$ cat config.mk
export PLATFORM = sky130hd
export DESIGN_NAME = video_timing_gen
export DESIGN_NICKNAME = d
export VERILOG_FILES = /design/src/rtl/video_timing_gen.sv
export SDC_FILE = /design/constraint.sdc
export NUM_CORES = 1
export LEC_CHECK = 0
export BUFFER_PORTS_ARGS = -buffer_cell sky130_fd_sc_hd__buf_2
export CAP_MARGIN = 30
export CORE_MARGIN = 2
export CORE_UTILIZATION = 65
export CTS_CLUSTER_DIAMETER = 80
export DETAILED_ROUTE_END_ITERATION = 6
export HOLD_SLACK_MARGIN = 0.06
export PLACE_DENSITY = 0.95
export SKIP_LAST_GASP = 1
export SYNTH_ARGS = -nofsm -noshare
export SYNTH_HDL_FRONTEND = slang
export SYNTH_SLANG_ARGS = --single-unit
$ cat constraint.sdc
create_clock -name i_clk -period 19.48 [get_ports i_clk]
set_input_delay 5.844 -clock i_clk [delete_from_list [all_inputs] [get_ports i_clk]]
set_output_delay 5.844 -clock i_clk [all_outputs]
set_load 0.01 [all_outputs]
$ cat src/rtl/video_timing_gen.sv
// video_timing_gen: programmable raster timing generator with a line-based timer.
// Timing fields are double-buffered and swap in only at the frame wrap.
module video_timing_gen #(
   parameter int HW           = 11,
   parameter int VW           = 10,
   parameter int TW           = 6,
   parameter bit SYNC_NEG     = 1'b1,
   parameter int DEF_H_FP     = 96,
   parameter int DEF_H_SYNC   = 64,
   parameter int DEF_H_BP     = 144,
   parameter int DEF_H_ACT    = 720,
   parameter int DEF_V_ACT    = 256,
   parameter int DEF_V_FP     = 26,
   parameter int DEF_V_SYNC   = 4,
   parameter int DEF_V_BP     = 26,
   parameter int DEF_T_PERIOD = 52,
   parameter int DEF_T_SYNC   = 288
) (
   input  logic          i_clk,
   input  logic          i_rst,
   input  logic          i_pix_stb,
   input  logic          i_cfg_valid,
   input  logic [HW-1:0] i_h_fp,
   input  logic [HW-1:0] i_h_sync,
   input  logic [HW-1:0] i_h_bp,
   input  logic [HW-1:0] i_h_act,
   input  logic [VW-1:0] i_v_act,
   input  logic [VW-1:0] i_v_fp,
   input  logic [VW-1:0] i_v_sync,
   input  logic [VW-1:0] i_v_bp,
   input  logic [TW-1:0] i_t_period,
   input  logic [VW-1:0] i_t_sync,
   output logic          o_cfg_busy,
   output logic          o_cfg_err,
   output logic          o_hs,
   output logic          o_vs,
   output logic          o_hblank,
   output logic          o_vblank,
   output logic          o_active,
   output logic [HW-1:0] o_x,
   output logic [VW-1:0] o_y,
   output logic          o_line_start,
   output logic          o_frame_start,
   output logic          o_animate,
   output logic          o_timer
);

   localparam logic [HW-1:0] RST_H_FP     = HW'(DEF_H_FP);
   localparam logic [HW-1:0] RST_H_SYNC   = HW'(DEF_H_SYNC);
   localparam logic [HW-1:0] RST_H_BP     = HW'(DEF_H_BP);
   localparam logic [HW-1:0] RST_H_ACT    = HW'(DEF_H_ACT);
   localparam logic [VW-1:0] RST_V_ACT    = VW'(DEF_V_ACT);
   localparam logic [VW-1:0] RST_V_FP     = VW'(DEF_V_FP);
   localparam logic [VW-1:0] RST_V_SYNC   = VW'(DEF_V_SYNC);
   localparam logic [VW-1:0] RST_V_BP     = VW'(DEF_V_BP);
   localparam logic [TW-1:0] RST_T_PERIOD = TW'(DEF_T_PERIOD);
   localparam logic [VW-1:0] RST_T_SYNC   = VW'(DEF_T_SYNC);
   localparam logic [TW-1:0] RST_T_CNT    = TW'(DEF_T_PERIOD - 1);

   typedef enum logic {ST_IDLE = 1'b0, ST_PEND = 1'b1} state_t;

   state_t        state_r, state_nx_s;
   logic          cap_s, apply_s, cfg_ok_s, err_r, timer_r, tick_s;
   logic [HW+1:0] cfg_line_s;
   logic [VW+1:0] cfg_frame_s;

   // Active timing fields (what the raster uses) and the pending shadow copy.
   logic [HW-1:0] h_fp_r, h_sync_r, h_bp_r, h_act_r;
   logic [VW-1:0] v_act_r, v_fp_r, v_sync_r, v_bp_r, t_sync_r;
   logic [TW-1:0] t_period_r;
   logic [HW-1:0] sh_h_fp_r, sh_h_sync_r, sh_h_bp_r, sh_h_act_r;
   logic [VW-1:0] sh_v_act_r, sh_v_fp_r, sh_v_sync_r, sh_v_bp_r, sh_t_sync_r;
   logic [TW-1:0] sh_t_period_r;

   logic [HW-1:0] h_count_r, line_s, ha_sta_s, hs_end_s;
   logic [VW-1:0] v_count_r, frame_s, vs_sta_s, vs_end_s;
   logic [TW-1:0] t_count_r;
   logic          h_end_s, v_end_s, line_end_s, frame_wrap_s;
   logic          hs_on_s, vs_on_s, hblank_s, vblank_s;

   // Accepted configs guarantee these sums fit in the counter widths.
   assign ha_sta_s     = h_fp_r + h_sync_r + h_bp_r;
   assign line_s       = ha_sta_s + h_act_r;
   assign hs_end_s     = h_fp_r + h_sync_r;
   assign vs_sta_s     = v_act_r + v_fp_r;
   assign vs_end_s     = vs_sta_s + v_sync_r;
   assign frame_s      = vs_end_s + v_bp_r;
   assign h_end_s      = (h_count_r == line_s - HW'(1'b1));
   assign v_end_s      = (v_count_r == frame_s - VW'(1'b1));
   assign line_end_s   = i_pix_stb & h_end_s;
   assign frame_wrap_s = line_end_s & v_end_s;

   // Validate the request; sums are two bits wider so overflow is visible.
   always_comb begin
      cfg_line_s  = {2'b00, i_h_fp} + {2'b00, i_h_sync} + {2'b00, i_h_bp} + {2'b00, i_h_act};
      cfg_frame_s = {2'b00, i_v_act} + {2'b00, i_v_fp} + {2'b00, i_v_sync} + {2'b00, i_v_bp};
      cfg_ok_s    = 1'b1;
      if (~|i_h_fp || ~|i_h_sync || ~|i_h_bp || ~|i_h_act ||
          ~|i_v_act || ~|i_v_fp || ~|i_v_sync || ~|i_v_bp) begin
         cfg_ok_s = 1'b0;
      end else if (cfg_line_s > {2'b00, {HW{1'b1}}}) begin
         cfg_ok_s = 1'b0;
      end else if (cfg_frame_s > {2'b00, {VW{1'b1}}}) begin
         cfg_ok_s = 1'b0;
      end else if ({2'b00, i_t_sync} >= cfg_frame_s) begin
         cfg_ok_s = 1'b0;
      end else begin
         cfg_ok_s = 1'b1;
      end
   end

   // Config FSM next state: a good request always (re)captures; PEND applies at the wrap.
   always_comb begin
      state_nx_s = state_r;
      cap_s      = 1'b0;
      apply_s    = 1'b0;
      case (state_r)
         ST_IDLE: begin
            if (i_cfg_valid && cfg_ok_s) begin
               cap_s      = 1'b1;
               state_nx_s = ST_PEND;
            end else begin
               state_nx_s = ST_IDLE;
            end
         end
         ST_PEND: begin
            apply_s = frame_wrap_s;
            if (i_cfg_valid && cfg_ok_s) begin
               cap_s      = 1'b1;
               state_nx_s = ST_PEND;
            end else if (frame_wrap_s) begin
               state_nx_s = ST_IDLE;
            end else begin
               state_nx_s = ST_PEND;
            end
         end
         default: begin
            state_nx_s = ST_IDLE;
         end
      endcase
   end

   // FSM state register and the one-cycle reject pulse (not gated by the strobe).
   always_ff @(posedge i_clk or posedge i_rst) begin
      if (i_rst) begin
         state_r <= ST_IDLE;
         err_r   <= 1'b0;
      end else begin
         state_r <= state_nx_s;
         err_r   <= i_cfg_valid & ~cfg_ok_s;
      end
   end

   // Shadow and active field registers; reset drops any pending shadow.
   always_ff @(posedge i_clk or posedge i_rst) begin
      if (i_rst) begin
         {sh_h_fp_r, sh_h_sync_r, sh_h_bp_r, sh_h_act_r} <= {RST_H_FP, RST_H_SYNC, RST_H_BP, RST_H_ACT};
         {sh_v_act_r, sh_v_fp_r, sh_v_sync_r, sh_v_bp_r} <= {RST_V_ACT, RST_V_FP, RST_V_SYNC, RST_V_BP};
         {sh_t_period_r, sh_t_sync_r}                    <= {RST_T_PERIOD, RST_T_SYNC};
         {h_fp_r, h_sync_r, h_bp_r, h_act_r}             <= {RST_H_FP, RST_H_SYNC, RST_H_BP, RST_H_ACT};
         {v_act_r, v_fp_r, v_sync_r, v_bp_r}             <= {RST_V_ACT, RST_V_FP, RST_V_SYNC, RST_V_BP};
         {t_period_r, t_sync_r}                          <= {RST_T_PERIOD, RST_T_SYNC};
      end else begin
         if (apply_s) begin
            {h_fp_r, h_sync_r, h_bp_r, h_act_r} <= {sh_h_fp_r, sh_h_sync_r, sh_h_bp_r, sh_h_act_r};
            {v_act_r, v_fp_r, v_sync_r, v_bp_r} <= {sh_v_act_r, sh_v_fp_r, sh_v_sync_r, sh_v_bp_r};
            {t_period_r, t_sync_r}              <= {sh_t_period_r, sh_t_sync_r};
         end
         if (cap_s) begin
            {sh_h_fp_r, sh_h_sync_r, sh_h_bp_r, sh_h_act_r} <= {i_h_fp, i_h_sync, i_h_bp, i_h_act};
            {sh_v_act_r, sh_v_fp_r, sh_v_sync_r, sh_v_bp_r} <= {i_v_act, i_v_fp, i_v_sync, i_v_bp};
            {sh_t_period_r, sh_t_sync_r}                    <= {i_t_period, i_t_sync};
         end
      end
   end

   // Raster counters, advanced only on the pixel strobe.
   always_ff @(posedge i_clk or posedge i_rst) begin
      if (i_rst) begin
         h_count_r <= {HW{1'b0}};
         v_count_r <= {VW{1'b0}};
      end else if (i_pix_stb) begin
         if (h_end_s) begin
            h_count_r <= {HW{1'b0}};
            v_count_r <= v_end_s ? {VW{1'b0}} : v_count_r + VW'(1'b1);
         end else begin
            h_count_r <= h_count_r + HW'(1'b1);
         end
      end
   end

   // One tick per line end when the period expires or the resync line ends.
   assign tick_s = line_end_s && (t_period_r != {TW{1'b0}}) &&
                   ((t_count_r == {TW{1'b0}}) || (v_count_r == t_sync_r));

   // Line timer; a config applied at the wrap restarts it on the new period.
   always_ff @(posedge i_clk or posedge i_rst) begin
      if (i_rst) begin
         t_count_r <= RST_T_CNT;
         timer_r   <= 1'b0;
      end else if (i_pix_stb) begin
         timer_r <= tick_s;
         if (apply_s) begin
            t_count_r <= sh_t_period_r - TW'(1'b1);
         end else if (tick_s) begin
            t_count_r <= t_period_r - TW'(1'b1);
         end else if (line_end_s) begin
            t_count_r <= t_count_r - TW'(1'b1);
         end
      end
   end

   // Sync, blanking and coordinate decodes from the counters and active fields.
   always_comb begin
      hs_on_s       = (h_count_r >= h_fp_r) && (h_count_r < hs_end_s);
      vs_on_s       = (v_count_r >= vs_sta_s) && (v_count_r < vs_end_s);
      hblank_s      = (h_count_r < ha_sta_s);
      vblank_s      = (v_count_r >= v_act_r);
      o_hs          = hs_on_s ^ SYNC_NEG;
      o_vs          = vs_on_s ^ SYNC_NEG;
      o_hblank      = hblank_s;
      o_vblank      = vblank_s;
      o_active      = ~hblank_s & ~vblank_s;
      o_x           = hblank_s ? {HW{1'b0}} : h_count_r - ha_sta_s;
      o_y           = vblank_s ? v_act_r - VW'(1'b1) : v_count_r;
      o_line_start  = (h_count_r == {HW{1'b0}});
      o_frame_start = (h_count_r == {HW{1'b0}}) && (v_count_r == {VW{1'b0}});
      o_animate     = (v_count_r == v_act_r - VW'(1'b1)) && h_end_s;
   end

   assign o_cfg_busy = (state_r == ST_PEND);
   assign o_cfg_err  = err_r;
   assign o_timer    = timer_r;

endmodule

==> summary.md <==
| Metric | Value |
|---|---|
| Most common cell in the synthesized netlist | nand2_1 |
| Hold_buf cts | 0 |
| XOR/XNOR share of the synthesized area | under 10% |
| Synth warn | 0 |
| Via density | about 6.5 |
| Pin count of the biggest net entering global routing | 114 |
| Layout Skew | 0.0169 ns |
| Congestion Overflow GR | 0 |
| Number of max-cap violations | 0 |
| Die ar. | 0.0259 mm^2 |
| Crit path required time | 13.64 ns |
| Final Max Slew Viols | 0 |
| Root Buffer | clkbuf_16 |
| Rows | 57 |
| Sequential-to-total area share from yosys stat | between 30% and 40% |
| PostCTS Resize Cnt | 0 |
| Top post-synthesis cells by area | dfrtp_1, ha_1, mux2_2, dfstp_2, fa_1 |
| DRC errors left | 0 |
| Hold slack | 0.460 ns |
| Longest Clk Path Bufs | 3 |
| Post-Syn Area | around 0.016 mm^2 |
| Initial core utilization | 66.0% |
| Synth Instances | 1,612 |
| Fill cells | 1,377 |
| Core Region | 0.0242 mm^2 |
| Main combinational cell family by area after synthesis | adder cells |
| Total GRT Usage | 35.6% |
| Simple-gate area share of the yosys netlist | 12.8% |
| Crit path kind | flip-flop to output port |
| Port Buffers | around 140 |
| Crit path largest cell delay | 0.50 ns |
| ANT nets after route | 0 |
| Reg clk slew, reported paths | ~0.06 ns |
| Final setup fails | 0 |
| Via count | ~14,000 |
| Final net count | between 2,000 and 2,500 |
| FFs w/ async S/R, synth | 100% |
| H-tree levels | 1 |
| Pwr dens | 89.7 mW/mm^2 |
| Area growth from synthesis to layout | 12.0% |
| Slew margin rel. | 43.8% |
| Worst-Skew Late Latency | 0.54 ns |
| IO Count | 136 |
| Crit-path max FO | 5 |
| Delay-heaviest family, CP | compound AO/OA/AOI/OAI gates |
| # Post-CTS Setup Buffers | 0 |
| HPWL after DPL | 31.4 mm |
| Vias in the first global route | 13,690 |
| Slowest CP cell | nor4_1 |
| Crit-path cells | ha_1 > a21o_1 > a21oi_1 > o21bai_1 > a21oi_1 > o21ai_0 > a21oi_1 > xnor2_1 > ha_1 > nor2_1 > a21oi_1 > nand2_1 > xor2_1 > xor2_1 > ha_1 > a31o_2 > a21oi_1 > xnor2_1 > xnor3_1 > nand4_1 > nor4_1 > buf_2 |
| Outcome | finished, final reports clean |
| Final min period | approximately 12 ns |
| Gpl congestion | about 0.93 |
| Post-synth EDFFs | 0 |
| Compound-gate portion of the synthesized area | 10.4% |
| 1st-iter DRT viols | roughly 1,500 |
| Crit path arrival time | around 6.5 ns |
| Net Count, Synth | 1,935 |
| Synthesized flop and latch total | 230 |
| First-pass GRT wire length | about 73 mm |
| Detailed Routing Iterations Pass 1 | 6 |
| Most used cell, CP | a21oi_1 |
| Number of antenna violations at the first check in global routing | 1 |
| Yosys top cell by area | dfrtp_1 |
| Share of layout cells above drive strength 1 | 21.1% |
| VDD IR-drop max | 59.6 uV |
| Worst Tran Pin Value | 0.843 ns |
| TritonCTS buffer count | 27 |
| Unrepaired setup endpoints after global routing | false |
| Critical path launch point type | flip-flop |
| Detailed Route WL | 46.1 mm |
| Synth Area in Adders | about 20% |
| Top cells by count, synth | nand2_1, dfrtp_1, ha_1 |
| TritonCTS clock tree | built |
| LEAKAGE | 9.22 nW |
| Chip Height | roughly 160 um |
| Max Fclk | 80.9 MHz |
| Post-synthesis mux area share | 8.99% |
| Top cell type's share of synthesized area | 28.5% |
| Clock sink total | 230 |
| Fin crit share | a little under two thirds |
| Synth cell types | 67 |
| Min-delay worst type | flip-flop to flip-flop |
| CP Buf/Inv Count | 1 |
| Drt wl/cell | 22.2 um |
| Top_reg_cell synth | dfrtp_1 |
| Die X | 161 um |
| Mean Syn Cell Area | ~10 um^2 |
| Worst Setup End Kind | output port |
| Fin. Hold Viols | 0 |
| Setup TNS | 0 ns |
==> logic make-up after synthesis <==
| logic type | count (synthesis) |
|---|---|
| mux | 129 |
| buf+inv | 177 |
| simple gates | 452 |
| fa+ha+maj | 223 |
| xor+xnor | 132 |
| flops | 230 |
| compound gates | 269 |
==> power breakdown <==
part           internal, mW  switching (mW)  leakage [nW]
Combinational         0.192           0.188          5.99
Sequential            0.588          0.0916          2.76
Clock                 0.332           0.216         0.466
Total                  1.11           0.496          9.22
==> routing by layer <==
layer  vias up  part of all wire [%]  track usage [%]  routed length [um]
li1       5768                     -                -                   -
met1      6618                    38             47.2               17600
met2       965                    46             56.1               21200
met3       240                    11             7.67                4870
met4         0                   5.3             16.7                2440
met5         -                     0                0                   0
==> flip-flops by register name (all words and copies together), names as in the netlist, 11 cells and up <==
name and flops:
h_act_r 11, h_bp_r 11, sh_h_fp_r 11, sh_h_bp_r 11
sh_h_sync_r 11, h_fp_r 11, h_count_r 11, h_sync_r 11
sh_h_act_r 11
==> cells in the final DEF (no fill, tap or decap), types with 15 or more instances in the layout <==
master     Yosys  layout
dfrtp_1      182     182
o21ai_0       93      92
a21o_1        41      41
ha_1         170     170
clkbuf_16      0      27
buf_2         12     135
dfstp_2       48      48
nor3_1        22      22
nand4_1       19      19
o21bai_1      16      16
nor4_1        28      28
a21oi_1       62      62
nand2_1      250     250
mux2_2       114     114
xor2_1        52      52
inv_1        125     124
nand3_1       16      15
xnor2_1       78      78
fa_1          49      49
nand2b_1      20      20
nor2_1        54      54
==> path summary, 6_finish.rpt <==
kind | to | cells after the start | slack, ns | from
min reg2reg | v_sync_r[2] | 2 | 0.46 | v_sync_r[2]
max | o_animate | 22 | 7.12 | h_fp_r[1]
min in group asynchronous | o_timer | 2 | 5.42 | i_rst
max in group asynchronous | h_sync_r[5] | 3 | 12.74 | i_rst
min | v_sync_r[2] | 2 | 0.46 | v_sync_r[2]
max reg2reg | t_count_r[4] | 29 | 12.22 | h_fp_r[1]
==> worst reg2reg max path: cells and delay by family, from the launching register on <==
family / cells / cell delay (ns)
AO/OA/AOI/OAI: 12 / 2.37
XOR/XNOR: 6 / 1.48
adder cells (fa/ha/maj): 4 / 1.27
buffers and inverters: 2 / 0.87
flip-flops: 1 / 0.42
AND/OR/NAND/NOR: 5 / 0.78
==> cell type report <==
class | instances | area (um^2) | share of cell area (%)
diodes | 1 | 2.50 | 0.0140
clock buffers | 36 | 769 | 4.29
clock inverters | 13 | 189 | 1.05
inverters | 125 | 477 | 2.66
multi-input cells | 1205 | 9510 | 53.1
flip-flops and latches | 230 | 5820 | 32.4
well taps | 324 | 405 | 2.26
repair buffers | 143 | 756 | 4.22
==> per-stage QoR <==
stage / setup slack, ns / total power, mW / cells / area, um^2 / util, %
after CTS: 7.48 / 1.59 / 2075 / 17900 / 73.8
after floorplan: 7.41 / 0.906 / 1612 / 16000 / -
final: 7.12 / 1.61 / 2077 / 17900 / 73.9
after global placement: 7.63 / 1.00 / 2026 / 16900 / 69.8
after detailed placement: 7.42 / 1.04 / 2026 / 16900 / 69.8
after global routing: 7.08 / 1.67 / 2077 / 17900 / 73.9
No activity file was read; power rests on OpenSTA's default activity.
